`src/rtl/cpu_net_core_if.sv`:
```
// Bus bundle between the core and its ROM / data-memory / scan-test environment.
// Carries the instruction fetch, scan controls and all registered core outputs.
// The core side takes the slave modport; the driving environment takes master.
interface cpu_net_core_if;
  logic [7:0] inst;
  logic       scan_en;
  logic       scan_in;
  logic [7:0] pc_out;
  logic [7:0] address_out;
  logic [7:0] out_data_out;
  logic       store_out;
  logic       scan_out;

  modport master (
    output inst, scan_en, scan_in,
    input  pc_out, address_out, out_data_out, store_out, scan_out
  );

  modport slave (
    input  inst, scan_en, scan_in,
    output pc_out, address_out, out_data_out, store_out, scan_out
  );
endinterface

```
`src/rtl/cpu_net_core.sv`:
```
// 8-bit single-cycle CPU core with a full 57-flop scan chain over all state.
// Latency: one instruction retires per clk; all outputs come straight from flops.
// No backpressure: the core executes or shifts every cycle unconditionally.
module cpu_net_core (
  input  logic         clk,
  input  logic         rst,
  cpu_net_core_if.slave bus
);
  localparam int DW        = 8;
  localparam int CHAIN_LEN = 57;

  // architectural state
  logic [DW-1:0] pc;
  logic [DW-1:0] regs [4];
  logic [DW-1:0] addr;
  logic [DW-1:0] dout;
  logic          store_q;

  // next-state values for functional execution
  logic [DW-1:0] pc_nxt;
  logic [DW-1:0] regs_nxt [4];
  logic [DW-1:0] addr_nxt;
  logic [DW-1:0] dout_nxt;
  logic          store_nxt;

  // instruction fields and operands (pre-edge register values)
  logic [1:0]    op;
  logic [1:0]    ra_sel;
  logic [1:0]    rb_sel;
  logic [1:0]    fn;
  logic [DW-1:0] ra;
  logic [DW-1:0] rb;
  logic [DW-1:0] pc_inc;

  // chain contents after one shift: scan_in enters at PC[7], store_q falls off the end
  logic [CHAIN_LEN-1:0] shifted;

  assign op     = bus.inst[7:6];
  assign ra_sel = bus.inst[5:4];
  assign rb_sel = bus.inst[3:2];
  assign fn     = bus.inst[1:0];
  assign ra     = regs[ra_sel];
  assign rb     = regs[rb_sel];
  assign pc_inc = pc + 8'd1;

  assign shifted = {bus.scan_in, pc, regs[0], regs[1], regs[2], regs[3], addr, dout};

  // decode and execute the current instruction
  always_comb begin
    pc_nxt    = pc_inc;
    addr_nxt  = addr;
    dout_nxt  = dout;
    store_nxt = 1'b0;
    for (int i = 0; i < 4; i++) begin
      regs_nxt[i] = regs[i];
    end

    case (op)
      2'b00: begin
        case (fn)
          2'b00:   regs_nxt[ra_sel] = ra + rb;
          2'b01:   regs_nxt[ra_sel] = ra - rb;
          2'b10:   regs_nxt[ra_sel] = ra & rb;
          default: regs_nxt[ra_sel] = ra ^ rb;
        endcase
      end
      2'b01: begin
        regs_nxt[ra_sel] = {4'b0000, bus.inst[3:0]};
      end
      2'b10: begin
        // a==b is legal: both ports read the same pre-edge value
        addr_nxt  = ra;
        dout_nxt  = rb;
        store_nxt = 1'b1;
      end
      default: begin
        case (fn)
          2'b00:   pc_nxt = ra;
          2'b01:   pc_nxt = (rb == 8'h00) ? ra : pc_inc;
          2'b10:   regs_nxt[ra_sel] = {ra[DW-2:0], 1'b0};
          default: pc_nxt = pc_inc;
        endcase
      end
    endcase
  end

  // state update: reset beats scan shift, scan shift beats execution
  always_ff @(posedge clk) begin
    if (rst) begin
      pc      <= '0;
      addr    <= '0;
      dout    <= '0;
      store_q <= 1'b0;
      for (int i = 0; i < 4; i++) begin
        regs[i] <= '0;
      end
    end else if (bus.scan_en) begin
      {pc, regs[0], regs[1], regs[2], regs[3], addr, dout, store_q} <= shifted;
    end else begin
      pc      <= pc_nxt;
      addr    <= addr_nxt;
      dout    <= dout_nxt;
      store_q <= store_nxt;
      for (int i = 0; i < 4; i++) begin
        regs[i] <= regs_nxt[i];
      end
    end
  end

  assign bus.pc_out       = pc;
  assign bus.address_out  = addr;
  assign bus.out_data_out = dout;
  assign bus.store_out    = store_q;
  assign bus.scan_out     = store_q;
endmodule

```
`src/flat_wrapper.sv`:
```
// flat-port wrapper written by rule: the top's interface ports become plain ports
module cpu_net_core_flat 
  (clk, rst, bus_inst, bus_scan_en, bus_scan_in, bus_pc_out, bus_address_out, bus_out_data_out, bus_store_out, bus_scan_out);
  cpu_net_core_if bus_i ();
  input  logic clk;
  input  logic rst;
  input wire logic [$bits(bus_i.inst)-1:0] bus_inst;
  input wire logic [$bits(bus_i.scan_en)-1:0] bus_scan_en;
  input wire logic [$bits(bus_i.scan_in)-1:0] bus_scan_in;
  output wire logic [$bits(bus_i.pc_out)-1:0] bus_pc_out;
  output wire logic [$bits(bus_i.address_out)-1:0] bus_address_out;
  output wire logic [$bits(bus_i.out_data_out)-1:0] bus_out_data_out;
  output wire logic [$bits(bus_i.store_out)-1:0] bus_store_out;
  output wire logic [$bits(bus_i.scan_out)-1:0] bus_scan_out;
  assign bus_i.inst = bus_inst;
  assign bus_i.scan_en = bus_scan_en;
  assign bus_i.scan_in = bus_scan_in;
  assign bus_pc_out = bus_i.pc_out;
  assign bus_address_out = bus_i.address_out;
  assign bus_out_data_out = bus_i.out_data_out;
  assign bus_store_out = bus_i.store_out;
  assign bus_scan_out = bus_i.scan_out;
  cpu_net_core u_core (.clk(clk), .rst(rst), .bus(bus_i));
endmodule
```
`config.mk`:
```
export PLATFORM = sky130hd
export DESIGN_NAME = cpu_net_core_flat
export DESIGN_NICKNAME = d
export VERILOG_FILES = /design/src/rtl/cpu_net_core_if.sv /design/src/rtl/cpu_net_core.sv /design/src/flat_wrapper.sv
export SDC_FILE = /design/constraint.sdc
export NUM_CORES = 1
export LEC_CHECK = 0
export ABC_AREA = 1
export BUFFER_PORTS_ARGS = -buffer_cell sky130_fd_sc_hd__buf_4
export CAP_MARGIN = 20
export CELL_PAD_IN_SITES_DETAIL_PLACEMENT = 0
export CELL_PAD_IN_SITES_GLOBAL_PLACEMENT = 1
export CORE_MARGIN = 3
export CORE_UTILIZATION = 35
export CTS_BUF_LIST = sky130_fd_sc_hd__clkbuf_2 sky130_fd_sc_hd__clkbuf_4 sky130_fd_sc_hd__clkbuf_8
export DETAILED_ROUTE_END_ITERATION = 6
export PLACE_DENSITY_LB_ADDON = 0.05
export RECOVER_POWER = 100
export REMOVE_ABC_BUFFERS = 1
export SLEW_MARGIN = 30
export SYNTH_ARGS = -nofsm -noshare
export SYNTH_HDL_FRONTEND = slang
export SYNTH_SLANG_ARGS = --single-unit
```
`constraint.sdc`:
```
create_clock -name clk -period 5.9 [get_ports clk]
set_input_delay 0 -clock clk [delete_from_list [all_inputs] [get_ports clk]]
set_output_delay 0 -clock clk [all_outputs]
set_load 0.005 [all_outputs]
```
Yosys cells after proc, flatten, opt, wreduce, memory -nomap -nowiden

Index checks and enable logic that the tools add are counted.

Output and inout bits: 26
Register bits after elaboration: 57
Input port bits: 12
Word-level logic and storage cells: 59

Add/subtract/negate cells: 3
Reduce and logical (&&, ||, !) cells: 8
Eq/ne operators: 5
Bitwise gates (word level): 4
Order comparisons: 3
Muxes and demuxes: 28

Operator list:

| kind                                                                         | count |
|---|---|
| 32-bit bitwise mux                                                           | 6 |
| 32-bit one-hot mux with 3 select lines                                       | 2 |
| 8-bit 2-to-1 mux                                                             | 12 |
| 32-bit 2-to-1 mux                                                            | 2 |
| 8-bit binary-select mux with 2-bit select                                    | 2 |
| 8-bit demux with 2-bit select                                                | 1 |
| 8-bit one-hot mux with 2 select lines                                        | 1 |
| 8-bit by 1-bit adder with 8-bit output, second input constant                | 1 |
| 8-bit adder                                                                  | 1 |
| 8-bit bitwise AND                                                            | 1 |
| 8-bit logical NOT                                                            | 1 |
| 8-bit subtractor                                                             | 1 |
| 8-bit XOR                                                                    | 1 |
| 3-bit >= comparator, second input constant                                   | 2 |
| 2-bit NOT with 3-bit output                                                  | 2 |
| 2-bit by 1-bit == test with 1-bit output, second input constant              | 2 |
| 2-bit == test, second input constant                                         | 2 |
| 2-bit logical NOT                                                            | 2 |
| 4-bit nonzero test                                                           | 1 |
| 3-bit by 1-bit less-than comparator with 1-bit output, second input constant | 1 |
| 3-bit OR reduction                                                           | 1 |
| 1-bit 2-to-1 mux                                                             | 2 |
| 2-bit inequality test, second input constant                                 | 1 |
| 2-bit AND reduction                                                          | 1 |
| other kinds (2)                                                              | 2 |

Logic depth before layout (Yosys ltp)

Gate-level depths: netlist of run 1.

Depth in word-level cells: 9
Gate-level depth with buffers: 21

Least setup slack after synthesis of run 1

OpenSTA, ideal clock, no wires.

Path type: register -> register
Start point: register u_core.regs[16] (netlist name)
End point: register u_core.regs[28] (netlist name)
Setup time: 0.070 ns
Setup slack: 3.425 ns
Path buffers: 0
Data arrival time: 2.405 ns
Data required time: 5.830 ns
Stages on the path, launching flop included: 17
Clock period less this slack: 2.475 ns
Cells stage by stage: dfxtp_1 > inv_1 > o22ai_1 > nor3_1 > inv_1 > ha_1 > fa_1 > nand2_1 > nand2_1 > nand2_1 > xor2_1 > o21ai_0 > nand3_1 > nand2_1 > nand2_1 > o211ai_1 > a21oi_1

Word-level cells in the longest chain between the ends: 8
Elaborated cells between the ends (all ways): 13
Classes of those cells: add/sub (2); mux (11)

Ends and longest elaborated chain:

| item                                                         | line                                   | source |
|---|---|---|
| start: declaration                                           | cpu_net_core.sv:14                     | `logic [DW-1:0] regs [4];` |
| start signal: indexed assignment                             | cpu_net_core.sv:105                    | `regs[i] <= regs_nxt[i];` |
| 8-bit binary-select mux with 2-bit select (on tied branches) | cpu_net_core.sv:42, cpu_net_core.sv:43 |  |
| 8-bit 2-to-1 mux (on tied branches) (2 in a row)             | cpu_net_core.sv:42, cpu_net_core.sv:43 |  |
| 8-bit subtractor or 8-bit adder (tied branches)              | cpu_net_core.sv:62, cpu_net_core.sv:61 |  |
| 32-bit bitwise mux (on tied branches)                        | cpu_net_core.sv:62, cpu_net_core.sv:61 |  |
| 32-bit one-hot mux with 3 select lines (*)                   | cpu_net_core.sv:60                     | `case (fn)` |
| 32-bit one-hot mux with 3 select lines (*)                   | cpu_net_core.sv:58                     | `case (op)` |
| 32-bit 2-to-1 mux (*)                                        | cpu_net_core.sv:97                     | `end else if (bus.scan_en) begin` |

Mark *: on every way between the ends. The rest lies on a longest branch, timed or not. The select of a mux whose other input is x is not followed.
A chain may end at the register's enable or synchronous reset.

Final worst setup path of run 1

Start point: input bus_inst[5]
End point: register u_core.regs[30] (netlist name)

Word-level cells in the longest chain between the ends: 9
Elaborated cells between the ends (all ways): 23
Classes of those cells: add/sub (2); order compare (2); mux (15); bitwise (3); reduce/logical (1)

Ends and longest elaborated chain:

| item                                                                        | line                                   | source |
|---|---|---|
| start: declaration                                                          | flat_wrapper.sv:7                      | `input wire logic [$bits(bus_i.inst)-1:0] bus_inst;` |
| 2-bit NOT with 3-bit output (implied by the code) (*)                       | --                                     |  |
| 8-bit binary-select mux with 2-bit select (tied with other cells)           | cpu_net_core.sv:42                     | `assign ra = regs[ra_sel];` |
| 8-bit 2-to-1 mux (implied by the code) or 1-bit logical AND (tied branches) | --                                     |  |
| 8-bit 2-to-1 mux (on tied branches)                                         | --                                     |  |
| 8-bit subtractor (tied with other cells)                                    | cpu_net_core.sv:62                     | `2'b01: regs_nxt[ra_sel] = ra - rb;` |
| 32-bit bitwise mux (on tied branches)                                       | --                                     |  |
| 32-bit one-hot mux with 3 select lines or 32-bit 2-to-1 mux (tied branches) | cpu_net_core.sv:60, cpu_net_core.sv:77 |  |
| 32-bit one-hot mux with 3 select lines (*)                                  | cpu_net_core.sv:58                     |  |
| 32-bit 2-to-1 mux (*)                                                       | cpu_net_core.sv:97                     |  |

Marks and branches as above.

==> load_flow_metrics.sql, run 1 <==
INSERT INTO impl_metrics (metric_group, metric, value, unit) VALUES
('status', 'status', 'finished with violations', ''),
('status', 'failing_checks', 'max-capacitance violations, max-slew violations', ''),
('critical_path', 'cp.arrival', '4.39', 'ns'),
('critical_path', 'crit_path_cells', 'clkbuf_1 -> nor2_1 -> inv_1 -> o221ai_1 -> ha_1 -> inv_1 -> nand2_1 -> nand2_1 -> nand3_1 -> nand3_1 -> nand3_1 -> nand3_1 -> nand4_1 -> nand2_1 -> nand2_1 -> nand2_1 -> a21oi_1', ''),
('detailed_routing', 'drtIter0Drc', '983', ''),
('layout', 'antennaDiodeCount', '0', ''),
('logic_synthesis', 'syn_avg_cell_area', '5.81', 'um^2'),
('power', 'total_power', '1310', 'uW'),
('global_routing', 'grt.met1_usage', '41.9', '%'),
('critical_path', 'critPathCaptureType', 'flop', ''),
('placed_design', 'globalplace.congestion', '0.949', ''),
('logic_synthesis', 'synth-adder-area-share', '4.44', '%'),
('logic_synthesis', 'synth_simple_gate_area_share', '34.8', '%'),
('critical_path', 'worstSetupPathType', 'in2reg', ''),
('critical_path', 'critPathMostFrequentCell', 'nand2_1', ''),
('clock_tree', 'clk-insertion-delay-late', '0.36', 'ns'),
('power', 'ir_worst_vdd', '105', 'uV'),
('clock_tree', 'cts-root-to-sink-buffers', '2', ''),
('global_routing', 'grt_pass1_vias', '6260', ''),
('layout', 'n_fill_cell', '1865', ''),
('floorplanning', 'placementRows', '46', ''),
('clock_tree', 'clock_sinks', '57', ''),
('layout', 'mostFrequentLayoutCell', 'nand2_1', ''),
('global_routing', 'grt_start_max_net_pins', '65', ''),
('hold_path', 'hold_path_class', 'in2reg', ''),
('logic_synthesis', 'synth_compound_area_share', '27.4', '%'),
('floorplanning', 'ios', '38', ''),
('detailed_routing', 'route.final.wire_length', '25.8', 'mm'),
('placed_design', 'numPortBuffers', '37', ''),
('critical_path', 'critical-path-max-stage-delay', '0.87', 'ns'),
('timing', 'final.setup_skew', '0.0143', 'ns'),
('detailed_routing', 'ant_nets', '0', ''),
('layout', 'layout.area.seq', '0.00114', 'mm^2'),
('critical_path', 'crit_family', 'simple AND/OR/NAND/NOR gates', ''),
('power', 'pwr_density_cell', '209', 'mW/mm^2'),
('layout', 'most-common-layout-cells', '268 x nand2_1, 98 x nand3_1, 91 x a21oi_1, 73 x o21ai_0, 68 x inv_1', ''),
('timing', 'setup_viol', '0', ''),
('detailed_routing', 'remaining_drc_errors', '0', ''),
('floorplanning', 'effective_utilization_at_floorplan', '35.9', '%'),
('layout', 'final_layout_size_suffix_gt1_share', '11.1', '%'),
('global_routing', 'grtUsageTotal', '28.3', '%'),
('floorplanning', 'floorplan.die_area', '0.0178', 'mm^2'),
('timing', 'timing.final.max_slew_violations', '105', ''),
('job', 'max_cap_viol_count', '2', ''),
('logic_synthesis', 'synth_edf_count', '0', ''),
('logic_synthesis', 'synth_top_family_by_area', 'simple AND/OR/NAND/NOR gates', ''),
('floorplanning', 'fp.coreArea', '0.0159', 'mm^2'),
('timing', 'timing_worst_slew_pin_value', '3.12', 'ns'),
('timing', 'final.period_utilization', '70.6', '%'),
('global_routing', 'grt_first_pass_wirelength', '38.6', 'mm'),
('detailed_routing', 'num_vias', '6955', ''),
('detailed_routing', 'first_pass_iters', '6', ''),
('clock_tree', 'clk_transition_reported_paths', '0.07', 'ns'),
('detailed_routing', 'drt-vias-per-instance', '5.79', ''),
('logic_synthesis', 'postSynth.topFlopCell', 'dfxtp_1', ''),
('clock_tree', 'tritoncts_clock_tree', 'yes', ''),
('logic_synthesis', 'synth.distinct_cells', '45', ''),
('critical_path', 'critical_path_buf_inv_count', '3', ''),
('logic_synthesis', 'postSynthCellCount', '980', ''),
('logic_synthesis', 'synth_xor_area_share', '1.54', '%'),
('clock_tree', 'cts.root.buffer_cell', 'clkbuf_8', ''),
('critical_path', 'worst_ep_required_time', '6.12', 'ns'),
('global_routing', 'grt_util_met3', '5.44', '%'),
('layout', 'fin_nets', '1011', ''),
('logic_synthesis', 'synth.yosys.warnings', '0', ''),
('global_routing', 'use_met2', '40.1', '%'),
('placed_design', 'hpwl', '18.6', 'mm'),
('timing', 'hold_violations', '0', ''),
('timing', 'rsz0062_at_grt', 'no', ''),
('global_routing', 'grt-ovfl-total', '0', ''),
('critical_path', 'critical_path_peak_fanout', '20', '');
registers in the layout (all words and copies together), names as in the netlist:
register	flops
u_core.bus.address_out	8
u_core.bus.out_data_out	8
u_core.bus.pc_out	8
u_core.bus.scan_out	1
u_core.regs	32
worst reg2reg max path, cell delays in order, from the launching register on:
cell	delay, ns
dfxtp_1	0.36
inv_1	0.16
o22ai_1	0.13
nor3_1	0.66
inv_1	0.19
ha_1	0.34
fa_1	0.48
nand2_1	0.09
nand2_1	0.08
nand2_1	0.10
xor2_1	0.27
o21ai_0	0.12
nand3_1	0.11
nand2_1	0.07
nand2_1	0.11
o211ai_1	0.10
a21oi_1	0.19
power breakdown:
group          switching, uW  internal, uW  leakage [uW]  total (uW)
Clock                    183           210     0.0000987         392
Sequential              28.1           407      0.000467         435
Combinational            339           139       0.00196         478
Total                    550           756       0.00253        1310
cell type report:
type,instances,share of cell area (%)
multi-input cells,765,62.2
flip-flops and latches,57,18.3
repair buffers,53,6.18
inverters,94,5.74
well taps,216,4.34
clock buffers,11,2.33
clock inverters,5,0.883
metal layers:
layer,vias to the layer above,share of wire (%),wire [um]
met1,3223,46,11900
met2,352,41,10600
met3,48,8.7,2230
met5,-,0,0
met4,0,3.8,985
li1,3332,-,-
cell usage after synthesis, types with 3 or more instances:
cell       number  area share [%]
o21ai_0        65             5.7
a211oi_1        4            0.53
o2111ai_1       4            0.62
dfxtp_1        57              20
a221oi_1        6            0.92
ha_1           17             3.7
nand4_1        13             1.4
buf_2          23             2.0
a311oi_1        4            0.62
a31oi_1        27             3.0
inv_1          65             4.3
xnor2_1         4            0.62
o22ai_1         6            0.66
o211ai_1       18             2.4
xor2_1          6            0.92
buf_6           5            0.99
a21oi_1        91             8.0
nand2_1       268              18
inv_2          28             1.8
nor2_1         51             3.4
clkbuf_1       32             2.1
nor2_2          4            0.44
nand3_1        98             8.6
nor3_1         11            0.97
buf_1           3            0.20
o21ai_1        36             3.2
nand2_2         8            0.88
through the flow:
step	hold WS, ns	cells	area, um^2	worst slack, ns	utilization (%)
6_report	0.134	1201	6230	1.73	39.2
4_1_cts	0.0957	1201	6260	2.48	39.4
2_1_floorplan	0.0691	916	5390	3.21	-
3_3_place_gp	0.277	1184	6050	2.21	38.1
3_5_place_dp	0.281	1184	6050	2.23	38.1
5_1_grt	0.136	1201	6230	1.55	39.2
cell families (layout without fill, tap and decap cells):
family,after synthesis,after routing
fa+ha+maj,19,19
flops,57,57
simple gates,463,463
compound gates,273,273
xor+xnor,10,10
buf+inv,158,163
path summary, 6_finish.rpt:
check                        from               to  depth (start not counted)
setup / recovery      bus_inst[5]  u_core.regs[30]                         17
setup reg to reg  u_core.regs[16]  u_core.regs[28]                         16
hold reg to reg   u_core.regs[14]  u_core.regs[14]                          2
hold / removal                rst  u_core.regs[23]                          2
timing repair:
item | CTS | global route
hold endpoints to repair | 1 | 0
setup buffers | 0 | 0
resized for setup | 0 | 0
hold buffers | 1 | 0
(Power assumes the default switching activity.)
==> run 2, diff against run 1 <==
clock period = 3.4 ns   (was 5.9 ns; I/O delays follow)
==> load_flow_metrics.sql, run 2 (synthesized netlist as in run 1, its figures left out) <==
INSERT INTO impl_metrics (metric_group, metric, value, unit) VALUES
('floorplanning', 'die_width', '134', 'um'),
('layout', 'register_bank_with_the_most_flops', 'u_core.regs', ''),
('status', 'failing_checks', 'max-capacitance violations, max-slew violations', ''),
('floorplanning', 'effective_utilization_at_floorplan', '35.9', '%'),
('placed_design', 'numPortBuffers', '37', ''),
('clock_tree', 'clk-insertion-delay-late', '0.36', 'ns'),
('power', 'p_comb_share', '37.5', '%'),
('floorplanning', 'floorplan.die_area', '0.0178', 'mm^2'),
('status', 'status', 'finished with violations', ''),
('clock_tree', 'post_cts_resized', '0', ''),
('floorplanning', 'die_y', '134', 'um'),
('floorplanning', 'placementRows', '46', ''),
('global_routing', 'antenna_found_initial', '1', ''),
('global_routing', 'grt-ovfl-total', '0', ''),
('critical_path', 'worst_ep_required_time', '3.66', 'ns'),
('timing', 'timing.final.max_slew_violations', '43', ''),
('layout', 'largest_register_ff_count', '32', ''),
('power', 'seqPwrFrac', '32.2', '%'),
('layout', 'final_layout_size_suffix_gt1_share', '13.9', '%'),
('timing', 'hold_violations', '0', ''),
('floorplanning', 'fp.coreArea', '0.0159', 'mm^2'),
('job', 'max_cap_viol_count', '1', ''),
('hold_path', 'hold_path_class', 'in2reg', ''),
('critical_path', 'worstSetupPathType', 'reg2reg', ''),
('clock_tree', 'cts.root.buffer_cell', 'clkbuf_8', ''),
('power', 'total_power', '2330', 'uW'),
('clock_tree', 'h-tree-depth', '3', ''),
('timing', 'setup_viol', '0', ''),
('power', 'power_switching_share', '41.4', '%'),
('layout', 'antennaDiodeCount', '0', ''),
('timing', 'fmax', '324', 'MHz'),
('detailed_routing', 'drtIter0Drc', '882', ''),
('detailed_routing', 'ant_nets', '0', ''),
('critical_path', 'critPathCaptureType', 'flop', ''),
('timing', 'setup-tns-final', '0', 'ns'),
('timing', 'final_critical_path_time_including_i_o_delays_and_setup', '3.09', 'ns'),
('power', 'pwr_density_cell', '360', 'mW/mm^2'),
('detailed_routing', 'drt-vias-per-instance', '5.73', ''),
('clock_tree', 'cts_inserted_buffers', '9', ''),
('detailed_routing', 'avgRoutedWirePerCell', '21.0', 'um'),
('power', 'internal_pwr_total', '1370', 'uW'),
('clock_tree', 'clock_sinks', '57', ''),
('placed_design', 'post-place-cells', '1212', ''),
('timing', 'rsz0062_at_grt', 'no', ''),
('placed_design', 'hpwl', '19.7', 'mm'),
('clock_tree', 'clk_transition_reported_paths', '0.07', 'ns'),
('power', 'static-leakage-power', '0.00268', 'uW'),
('layout', 'area.growth.synth_to_final', '13.8', '%'),
('critical_path', 'cp.arrival', '3.35', 'ns'),
('power', 'ir_worst_vdd', '164', 'uV'),
('placed_design', 'dpl_cell_area', '0.00628', 'mm^2'),
('clock_tree', 'tritoncts_clock_tree', 'yes', ''),
('clock_tree', 'cts-root-to-sink-buffers', '2', ''),
('global_routing', 'grtUsageTotal', '28.4', '%'),
('layout', 'fin_nets', '1039', ''),
('timing', 'final.period_utilization', '90.7', '%'),
('detailed_routing', 'num_vias', '7038', ''),
('layout', 'most-common-layout-cells', '270 x nand2_1, 98 x nand3_1, 89 x a21oi_1, 75 x o21ai_0, 68 x inv_1', ''),
('global_routing', 'grt_start_max_net_pins', '63', ''),
('global_routing', 'grt_first_pass_wirelength', '38.8', 'mm'),
('timing', 'hold_ws', '0.140', 'ns'),
('layout', 'layoutNonFillerInstCount', '1229', ''),
('power', 'share_clk_of_total_power', '30.3', '%'),
('layout', 'layout.cell_area.non_filler', '0.00648', 'mm^2'),
('detailed_routing', 'route.final.wire_length', '25.8', 'mm'),
('timing', 'max_slew_margin', '-33.6', '%'),
('critical_path', 'critical_path_peak_fanout', '4', ''),
('layout', 'mostFrequentLayoutCell', 'nand2_1', ''),
('global_routing', 'grt_pass1_vias', '6347', ''),
('placed_design', 'globalplace.congestion', '0.957', ''),
('detailed_routing', 'remaining_drc_errors', '0', ''),
('power', 'p_switching', '966', 'uW'),
('timing', 'final.setup_skew', '0.0110', 'ns'),
('timing', 'timing_worst_slew_pin_value', '2.00', 'ns'),
('critical_path', 'critical_path_launch_point_type', 'flop', ''),
('detailed_routing', 'first_pass_iters', '6', ''),
('floorplanning', 'ios', '38', '');
==> run 2: cell types whose count changed in the layout (fill, tap and decap cells not counted), sizes merged <==
cell      delta
clkinvlp     -1
buf         +30
clkbuf       -1
==> run 2: timing repair <==
item / in CTS / in global routing
endpoints found under the hold margin: 1 / 0
buffers inserted: 0 / 0
hold buffers: 1 / 0
endpoints found under the setup margin: 0 / 0
==> run 2: worst paths after layout <==
path         slack, ns            start              endpoint  cells after the start
max reg2reg       0.31  u_core.regs[16]        u_core.regs[4]                     16
max               0.31  u_core.regs[16]        u_core.regs[4]                     16
min reg2reg       0.47  u_core.regs[14]       u_core.regs[14]                      2
min               0.14      bus_scan_en  u_core.bus.pc_out[0]                      3
==> run 2: final cells by class <==
class                   count  area [um^2]
inverters                  94          358
fillers                  1831         9410
clock buffers              12          159
well taps                 216          270
repair buffers             81          616
multi-input cells         765         3880
clock inverters             4         51.3
flip-flops and latches     57         1140
==> run 2: through the flow <==
step	setup slack [ns]	utilization, %
6_report	0.315	40.8
5_1_grt	0.0870	40.8
4_1_cts	0.404	40.9
3_5_place_dp	0.326	39.5
3_3_place_gp	0.270	39.5
2_1_floorplan	0.706	-
==> run 2: power groups by stage <==
| stage | logic (uW) | registers (uW) | clock network [uW] |
|---|---|---|---|
| floorplan | 509 | 753 | 0 |
| global placement | 868 | 766 | 0 |
| detailed placement | 856 | 765 | 0 |
| CTS | 860 | 749 | 718 |
| global route | 952 | 756 | 743 |
| finish | 875 | 751 | 707 |
==> run 2: routing by layer <==
metal | GRT usage, % | vias to the layer above | wire (um)
li1 | - | 3385 | -
met1 | 40.3 | 3220 | 11800
met2 | 42.0 | 375 | 10800
met3 | 6.87 | 56 | 2380
met4 | 9.83 | 2 | 819
met5 | 0 | - | 7
==> run 2: worst max-delay path, cell delays in order, from the launching register on <==
cell	delay [ns]
dfxtp_1	0.35
inv_1	0.18
o22ai_1	0.12
nor3_1	0.26
inv_1	0.12
ha_1	0.28
fa_1	0.48
nand2_1	0.09
nand2_1	0.08
nand2_1	0.08
xor2_1	0.29
o21ai_0	0.12
nand3_1	0.11
nand2_1	0.11
nand2_1	0.07
o211ai_1	0.10
a21oi_1	0.14
==> run 3, diff against run 2 <==
MAX_ROUTING_LAYER = met4   (was default)
PLACE_DENSITY_LB_ADDON = 0.1   (was 0.05)
==> load_flow_metrics.sql, run 3 (synthesized netlist as in run 1, its figures left out) <==
INSERT INTO impl_metrics (metric_group, metric, value, unit) VALUES
('critical_path', 'rrSetupSlack', '0.31', 'ns'),
('global_routing', 'grt_start_max_net_pins', '43', ''),
('clock_tree', 'clk-insertion-delay-late', '0.37', 'ns'),
('critical_path', 'worst-r2r-cell-count', '19', ''),
('floorplanning', 'fp.coreArea', '0.0159', 'mm^2'),
('timing', 'final_critical_path_time_including_i_o_delays_and_setup', '3.09', 'ns'),
('critical_path', 'critical_path_launch_point_type', 'flop', ''),
('clock_tree', 'clock_sinks', '57', ''),
('power', 'p_comb_share', '37.7', '%'),
('hold_path', 'hold_path_class', 'in2reg', ''),
('placed_design', 'numPortBuffers', '37', ''),
('timing', 'setup_viol', '0', ''),
('clock_tree', 'tritoncts_clock_tree', 'yes', ''),
('job', 'max_cap_viol_count', '1', ''),
('layout', 'layout.area.seq', '0.00114', 'mm^2'),
('layout', 'fin_nets', '1041', ''),
('layout', 'mostFrequentLayoutCell', 'nand2_1', ''),
('detailed_routing', 'num_vias', '7071', ''),
('global_routing', 'grtUsageTotal', '29.3', '%'),
('clock_tree', 'cts_inserted_buffers', '9', ''),
('floorplanning', 'floorplan.die_area', '0.0178', 'mm^2'),
('timing', 'timing.final.max_slew_violations', '31', ''),
('global_routing', 'antenna_found_initial', '0', ''),
('power', 'power_switching_share', '41.6', '%'),
('timing', 'setup-tns-final', '0', 'ns'),
('layout', 'final_core_util', '40.5', '%'),
('critical_path', 'worst_ep_required_time', '3.63', 'ns'),
('critical_path', 'critical_path_peak_fanout', '4', ''),
('power', 'internal_pwr_total', '1340', 'uW'),
('detailed_routing', 'avgRoutedWirePerCell', '20.9', 'um'),
('timing', 'max_slew_margin', '-13.7', '%'),
('floorplanning', 'die_width', '134', 'um'),
('timing', 'rsz0062_at_grt', 'no', ''),
('timing', 'final.setup_skew', '0.0117', 'ns'),
('floorplanning', 'placementRows', '46', ''),
('detailed_routing', 'first_pass_iters', '5', ''),
('floorplanning', 'die_y', '134', 'um'),
('timing', 'hold_violations', '0', ''),
('clock_tree', 'cts.root.buffer_cell', 'clkbuf_8', ''),
('critical_path', 'critPathCaptureType', 'flop', ''),
('detailed_routing', 'drt-vias-per-instance', '5.75', ''),
('layout', 'largest_register_ff_count', '32', ''),
('floorplanning', 'ios', '38', ''),
('layout', 'n_fill_cell', '1834', ''),
('timing', 'final.period_utilization', '90.8', '%'),
('placed_design', 'hpwl', '19.1', 'mm'),
('critical_path', 'setup_crit_start', 'u_core.regs[16]', ''),
('clock_tree', 'clk_transition_reported_paths', '0.08', 'ns'),
('detailed_routing', 'drtIter0Drc', '679', ''),
('power', 'ir_worst_vdd', '166', 'uV'),
('power', 'pwr_density_cell', '356', 'mW/mm^2'),
('critical_path', 'reg2reg_to', 'u_core.regs[30]', ''),
('power', 'share_clk_of_total_power', '29.4', '%'),
('clock_tree', 'post-cts-setup-buffers', '0', ''),
('critical_path', 'timing_endpoint_of_the_critical_path', 'u_core.regs[30]', ''),
('power', 'static-leakage-power', '0.00266', 'uW'),
('status', 'failing_checks', 'max-capacitance violations, max-slew violations', ''),
('global_routing', 'grt_pass1_vias', '6626', ''),
('layout', 'area.growth.synth_to_final', '12.9', '%'),
('global_routing', 'grt-ovfl-total', '0', ''),
('timing', 'timing_worst_slew_pin_value', '1.70', 'ns'),
('power', 'seqPwrFrac', '32.9', '%'),
('placed_design', 'globalplace.congestion', '0.972', ''),
('detailed_routing', 'ant_nets', '0', ''),
('layout', 'most-common-layout-cells', '268 x nand2_1, 98 x nand3_1, 91 x a21oi_1, 73 x o21ai_0, 67 x inv_1', ''),
('layout', 'final_layout_size_suffix_gt1_share', '13.3', '%'),
('detailed_routing', 'route.final.wire_length', '25.6', 'mm'),
('layout', 'area_of_the_multi_input_gates', '0.00388', 'mm^2'),
('clock_tree', 'cts-root-to-sink-buffers', '2', ''),
('detailed_routing', 'remaining_drc_errors', '0', ''),
('power', 'p_switching', '952', 'uW'),
('clock_tree', 'h-tree-depth', '3', ''),
('critical_path', 'cp.arrival', '3.32', 'ns'),
('layout', 'antennaDiodeCount', '0', ''),
('floorplanning', 'effective_utilization_at_floorplan', '35.9', '%'),
('global_routing', 'grt_first_pass_wirelength', '39.1', 'mm'),
('layout', 'register_bank_with_the_most_flops', 'u_core.regs', ''),
('critical_path', 'worst_r2r_startpoint', 'u_core.regs[16]', ''),
('clock_tree', 'post_cts_resized', '0', ''),
('critical_path', 'worstSetupPathType', 'reg2reg', ''),
('power', 'total_power', '2290', 'uW'),
('status', 'status', 'finished with violations', ''),
('timing', 'fmax', '324', 'MHz');
-- run 3: changes by cell type in the layout (fill, tap and decap cells not counted), moves of 2 or more --
cell      previous run  this run
clkbuf_1             2         7
a21oi_2              4         2
o21ai_0             75        73
a21oi_1             89        91
o21ai_1             26        28
nand2_1            270       268
-- run 3: power groups by stage --
| stage | sequential [uW] | clock, uW | combinational [uW] |
|---|---|---|---|
| after floorplan | 753 | 0 | 509 |
| after CTS | 752 | 688 | 859 |
| final | 753 | 671 | 863 |
| after detailed placement | 767 | 0 | 854 |
| after global placement | 768 | 0 | 861 |
| after global routing | 758 | 715 | 943 |
-- run 3: area by class of cell --
class                           count  share of cell area (%)
Sequential cell                    57                    17.7
Clock inverter                      3                   0.661
Inverter                           94                    5.56
Multi-Input combinational cell    765                    60.3
Timing Repair Buffer               83                    9.32
Tap cell                          216                    4.20
Clock buffer                       11                    2.26
-- run 3: worst min-delay path by stage --
stage	start	to	slack (ns)	cells past startpoint
floorplan	rst	u_core.regs[11]	0.07	1
global placement	bus_scan_in	u_core.bus.pc_out[7]	0.28	3
detailed placement	bus_scan_in	u_core.bus.pc_out[7]	0.28	3
CTS	bus_scan_en	u_core.regs[16]	0.11	3
global route	rst	u_core.regs[3]	0.13	2
finish	rst	u_core.regs[5]	0.11	2
-- run 3: through the flow --
stage,area (um^2),setup WS [ns],hold WS (ns),cells
6_report,6430,0.314,0.107,1229
5_1_grt,6430,0.0123,0.132,1229
4_1_cts,6470,0.408,0.108,1229
3_5_place_dp,6270,0.374,0.284,1214
3_3_place_gp,6270,0.398,0.279,1214
2_1_floorplan,5390,0.706,0.0691,916
-- run 3: routing by layer --
metal / GRT usage (%) / wire (um) / up-vias / share of wire, %
met1: 38.4 / 11400 / 3303 / 45
met2: 45.0 / 11500 / 302 / 45
met3: 4.23 / 1600 / 65 / 6.2
met4: 13.1 / 1080 / 0 / 4.2
li1: - / - / 3401 / -
met5: - / 0 / - / 0
-- run 3: critical path, cell delays in order (launching register included) --
cell	delay, ns
dfxtp_1	0.34
inv_1	0.19
o22ai_1	0.14
nor3_1	0.25
clkbuf_1	0.22
ha_1	0.17
inv_1	0.05
fa_1	0.46
nand2_1	0.09
nand2_1	0.11
nand3_1	0.15
nand2_1	0.07
nand2_1	0.13
nand3_1	0.09
nand3_1	0.08
nand4_1	0.10
nand2_1	0.14
nand2_1	0.06
nand2_1	0.06
a21oi_1	0.05
-- run 3: timing repair --
action                                 in CTS  in global routing
hold buffers                                1                  0
endpoints found under the hold margin       1                  0
setup endpoints to repair                   0                  0
